===== config.mk =====
export PLATFORM = sky130hd
export DESIGN_NAME = reg_writeback
export DESIGN_NICKNAME = d
export VERILOG_FILES = /design/src/rtl/reg_writeback_pkg.sv /design/src/rtl/reg_writeback_link_fifo.sv /design/src/rtl/reg_writeback.sv
export SDC_FILE = /design/constraint.sdc
export NUM_CORES = 1
export LEC_CHECK = 0
export BUFFER_PORTS_ARGS = -buffer_cell sky130_fd_sc_hd__clkbuf_2
export CORE_UTILIZATION = 55
export DETAILED_ROUTE_END_ITERATION = 8
export PLACE_DENSITY = 0.93
export SLEW_MARGIN = 40
export SYNTH_ARGS = -nofsm -noshare
export SYNTH_HDL_FRONTEND = slang
export SYNTH_SLANG_ARGS = --single-unit

===== constraint.sdc =====
create_clock -name clk -period 4.5 [get_ports clk]
set_input_delay 0.9 -clock clk [delete_from_list [all_inputs] [get_ports clk]]
set_output_delay 0.9 -clock clk [all_outputs]
set_load 0.05 [all_outputs]

===== src/rtl/reg_writeback_pkg.sv =====
// Register-file constants shared by the writeback producer and the register file.
package reg_writeback_pkg;
  localparam int DATA_W = 32;
  localparam int ADDR_W = 5;
  localparam logic [ADDR_W-1:0] LINK_REG = 5'd31;
  localparam logic [ADDR_W-1:0] REG_ZERO = 5'd0;
endpackage


===== src/rtl/reg_writeback_link_fifo.sv =====
// Small FIFO with registered count; full/empty come from the count only, so a
// pop in the same cycle does not free a slot for a push.
module link_fifo #(
  parameter int DEPTH  = 2,
  parameter int DATA_W = 32
) (
  input  logic              clk,
  input  logic              reset,
  input  logic              push_i,
  input  logic [DATA_W-1:0] push_data_i,
  input  logic              pop_i,
  output logic              full_o,
  output logic              empty_o,
  output logic [DATA_W-1:0] head_o
);
  localparam int PTR_W = $clog2(DEPTH);
  localparam int CNT_W = PTR_W + 1;

  logic [DATA_W-1:0] mem_q [DEPTH];
  logic [PTR_W-1:0]  rd_ptr_q, rd_ptr_d;
  logic [PTR_W-1:0]  wr_ptr_q, wr_ptr_d;
  logic [CNT_W-1:0]  cnt_q, cnt_d;
  logic              push_ok, pop_ok;

  assign full_o  = (cnt_q == CNT_W'(DEPTH));
  assign empty_o = (cnt_q == '0);
  assign push_ok = push_i & ~full_o;
  assign pop_ok  = pop_i & ~empty_o;
  assign head_o  = mem_q[rd_ptr_q];

  // DEPTH is a power of two, so pointer wrap is the natural overflow.
  always_comb begin
    rd_ptr_d = rd_ptr_q;
    wr_ptr_d = wr_ptr_q;
    cnt_d    = cnt_q;
    if (push_ok) wr_ptr_d = wr_ptr_q + PTR_W'(1);
    if (pop_ok)  rd_ptr_d = rd_ptr_q + PTR_W'(1);
    case ({push_ok, pop_ok})
      2'b10:   cnt_d = cnt_q + CNT_W'(1);
      2'b01:   cnt_d = cnt_q - CNT_W'(1);
      default: cnt_d = cnt_q;
    endcase
  end

  always_ff @(posedge clk or posedge reset) begin
    if (reset) begin
      rd_ptr_q <= '0;
      wr_ptr_q <= '0;
      cnt_q    <= '0;
    end else begin
      rd_ptr_q <= rd_ptr_d;
      wr_ptr_q <= wr_ptr_d;
      cnt_q    <= cnt_d;
    end
  end

  always_ff @(posedge clk) begin
    if (push_ok) mem_q[wr_ptr_q] <= push_data_i;
  end
endmodule


===== src/rtl/reg_writeback.sv =====
// MEM/WB register plus single-port arbitration between normal writeback and
// buffered JAL link writes to r31.
module reg_writeback
  import reg_writeback_pkg::*;
#(
  parameter int DEPTH = 2
) (
  input  logic              clk,
  input  logic              reset,
  input  logic              mem_valid,
  input  logic              mem_regwrite,
  input  logic              mem_memtoreg,
  input  logic [ADDR_W-1:0] mem_nd,
  input  logic [DATA_W-1:0] mem_alu,
  input  logic [DATA_W-1:0] mem_load,
  input  logic              link_req,
  input  logic [DATA_W-1:0] link_data,
  output logic              WriteReg,
  output logic [ADDR_W-1:0] ND,
  output logic [DATA_W-1:0] DI,
  output logic              link_stall,
  output logic              link_pending
);
  logic              wb_valid_q, wb_regwrite_q;
  logic [ADDR_W-1:0] wb_nd_q;
  logic [DATA_W-1:0] wb_data_q, wb_data_d;
  logic              norm_wr;
  logic              link_full, link_empty;
  logic [DATA_W-1:0] link_head;

  assign wb_data_d = mem_memtoreg ? mem_load : mem_alu;

  always_ff @(posedge clk or posedge reset) begin
    if (reset) begin
      wb_valid_q    <= 1'b0;
      wb_regwrite_q <= 1'b0;
      wb_nd_q       <= '0;
      wb_data_q     <= '0;
    end else begin
      wb_valid_q    <= mem_valid;
      wb_regwrite_q <= mem_regwrite;
      wb_nd_q       <= mem_nd;
      wb_data_q     <= wb_data_d;
    end
  end

  // An r0 write frees the port so a pending link entry can drain in that slot.
  assign norm_wr = wb_valid_q & wb_regwrite_q & (wb_nd_q != REG_ZERO);

  link_fifo #(
    .DEPTH (DEPTH),
    .DATA_W(DATA_W)
  ) u_link_fifo (
    .clk        (clk),
    .reset      (reset),
    .push_i     (link_req),
    .push_data_i(link_data),
    .pop_i      (~norm_wr),
    .full_o     (link_full),
    .empty_o    (link_empty),
    .head_o     (link_head)
  );

  assign link_stall   = link_full;
  assign link_pending = ~link_empty;

  always_comb begin
    WriteReg = 1'b0;
    ND       = '0;
    DI       = '0;
    if (norm_wr) begin
      WriteReg = 1'b1;
      ND       = wb_nd_q;
      DI       = wb_data_q;
    end else if (!link_empty) begin
      WriteReg = 1'b1;
      ND       = LINK_REG;
      DI       = link_head;
    end
  end
endmodule


==> out/metrics.cfg <==
[placed_design]
dp_hpwl_um=6220
dpl-instance-area_mm2=0.00542
gp_congestion=0.750
io_buffers=146

[clock_tree]
clkSlewWorstSetupHoldPaths_ns=0.10
cts_resized=0
worstSkewPairLatency_ns=0.36
ctsRootBufferMaster=clkbuf_8
ctsHoldBuffers=0
postCtsSetupRepairBufs=0
htreeDepth=3
clock_sinks=107
tritoncts=yes
cts_buffer_depth=2
cts_inserted_buffers=9

[min_path]
hold_end=u_link_fifo.cnt_q[1]
hold_depth=1
hold_start=u_link_fifo.cnt_q[1]
holdCritPathClass=reg -> reg

[global_route]
grt_pass1_vias=2965
grt_max_degree=44
grt.overflow.total=0
grt_util_all_layers_pct=21.8
grt_pass1_wl_um=13900
antenna_found_initial=0

[setup_path]
startpoint_type=flip-flop
required_ns=3.60
end_kind=output port
crit_start=u_link_fifo.cnt_q[0]
reg2reg_to=u_link_fifo.cnt_q[1]
arrival_ns=2.49
worstReg2RegStart=wb_nd_q[1]
critical_path_class=reg -> out
r2r_setup_slack_ns=2.37
r2r_cells=6
cp_max_fo=20

[synth]
ys_types=25
async_reset_ff_share_pct=40.2
synth_warnings=0
synth.area.top_cells=edfxtp_1 (42%), dfrtp_1 (23%), mux2_4 (11%), mux2_2 (7.8%), mux2i_1 (6.9%)
avgSynthCellArea_um2=16.5
yosysTopAreaCellShare_pct=41.5
ys_ff_latch=107
synth_edf_count=64
syn_nets=389
yosysTopAreaCell=edfxtp_1
ys_seq_area_share_pct=64.8
syn-cell-area_mm2=0.00463
postSynthCellCount=281
synth_top_flop_cell=edfxtp_1

[timing]
worst-slew-pin-transition_ns=0.806
fin_crit_sh_pct=75.2
layout_min_cycle_time_ns=3.39
fmax_ghz=0.295
tns_ns=0
setup_viol=0
final_hold_viol_count=0
rsz0062_at_grt=false
finClkSkew_ns=0.0110
drv_slew=0
slew_headroom_pct=46.3

[floorplan]
dieHeight_um=93.7
core-area_mm2=0.00818
io_pins=147
fp-row-count=33
dieArea_mm2=0.00878
start_util_pct=56.6
die_w_um=93.7

[routing]
vias=2776
drc=0
wl_per_cell_um=16.9
drtIter0Drc=124
route.final.wire_length_um=9010
ant_nets=0
dr.pass1.iters=4
drt-vias-per-instance=5.20

[power_and_ir_drop]
p_int_w=0.00213
powerDensity_mw_per_mm2=645
pwr-share-seq_pct=37.9
p_total_w=0.00364
leakage_nw=2.54
p_clk_share_pct=18.0
ir_drop_v=0.000377
swShare_pct=41.6
power.switching_w=0.00151
combPwrFrac_pct=44.2

[final_layout]
diodes=0
seqCellArea_mm2=0.00300
final_common_cell=clkbuf_2
multiInputGateArea_mm2=0.00151
nets=532
nFillCells=569
final_cell_area_mm2=0.00565
layout.cells.most_common_list=clkbuf_2 (145), edfxtp_1 (64), dfrtp_1 (42), mux2_4 (35), nor2_1 (34)
area_growth_pct=22.2
drive_gt1_share_pct=55.7

[job]
cap_violations=0

[run_status]
status=finished clean

==> how the worst max path moves through the flow <==
stage | end | slack [ns]
final | ND[1] | 1.11
after global routing | ND[1] | 0.95
after CTS | ND[1] | 1.04
after detailed placement | ND[1] | 1.46
after global placement | ND[0] | 1.58
after floorplan | ND[3] | 1.34
==> routing by layer <==
layer / global-route usage, % / vias to the layer above / share of wire [%]
met2: 40.7 / 115 / 55
met4: 11.9 / 0 / 3.4
li1: - / 1305 / -
met1: 23.0 / 1331 / 37
met5: 0 / - / 0
met3: 3.96 / 25 / 4.7
==> critical path: stages, from the launching register on <==
cell and delay, ns:
dfrtp_1 0.45, nor2_2 0.61, buf_4 0.37, inv_1 0.14
mux2_4 0.29, clkbuf_2 0.24
==> cell usage after synthesis (2+ instances only) <==
library cell and instances:
o21ai_0 3, buf_12 3, buf_1 6, edfxtp_1 64, mux2_4 35, inv_1 3, buf_2 5, nor2_1 36
nand2b_1 3, mux2i_1 32, nand3_1 2, dfrtp_1 43, xnor2_1 3, mux2_2 32
==> layout make-up <==
class                   instances  share of cell area (%)
clock buffers                   9                    2.19
clock inverters                 7                    1.88
multi-input cells             155                    26.7
flip-flops and latches        107                    53.1
inverters                       3                   0.243
well taps                     105                    2.32
repair buffers                148                    13.5
==> power by group through the flow <==
stage | Combinational, W | Clock (W) | Sequential (W)
global route | 0.00171 | 0.000708 | 0.00140
detailed placement | 0.00162 | 0 | 0.00140
floorplan | 0.00136 | 0 | 0.00131
finish | 0.00161 | 0.000655 | 0.00138
CTS | 0.00163 | 0.000669 | 0.00138
global placement | 0.00157 | 0 | 0.00139
==> per-stage QoR <==
| step | instances | worst slack, ns | util, % | hold slack (ns) |
|---|---|---|---|---|
| after global placement | 517 | 1.58 | 65.9 | 0.517 |
| after floorplan | 281 | 1.34 | - | 0.460 |
| after global routing | 534 | 0.953 | 69.1 | 0.581 |
| final | 534 | 1.11 | 69.1 | 0.548 |
| after detailed placement | 518 | 1.46 | 66.3 | 0.538 |
| after CTS | 534 | 1.04 | 69.1 | 0.556 |
==> flip-flops by register name, summed over array words and instances, names as in the netlist <==
name	flops
u_link_fifo.cnt_q	2
u_link_fifo.mem_q	64
u_link_fifo.rd_ptr_q	1
u_link_fifo.wr_ptr_q	1
wb_data_q	32
wb_nd_q	5
wb_regwrite_q	1
wb_valid_q	1
==> cells by family (layout without fill, tap and decap cells) <==
kind of cell | count (synthesis) | in the layout | synth area share (%)
buf+inv | 19 | 167 | 2.89
fa+ha+maj | 1 | 1 | 0.270
xor+xnor | 4 | 4 | 0.757
simple gates | 45 | 45 | 4.14
mux | 99 | 99 | 26.1
compound gates | 6 | 6 | 1.08
flops | 107 | 107 | 64.8
Note: power is estimated with default switching activity, not from simulation.
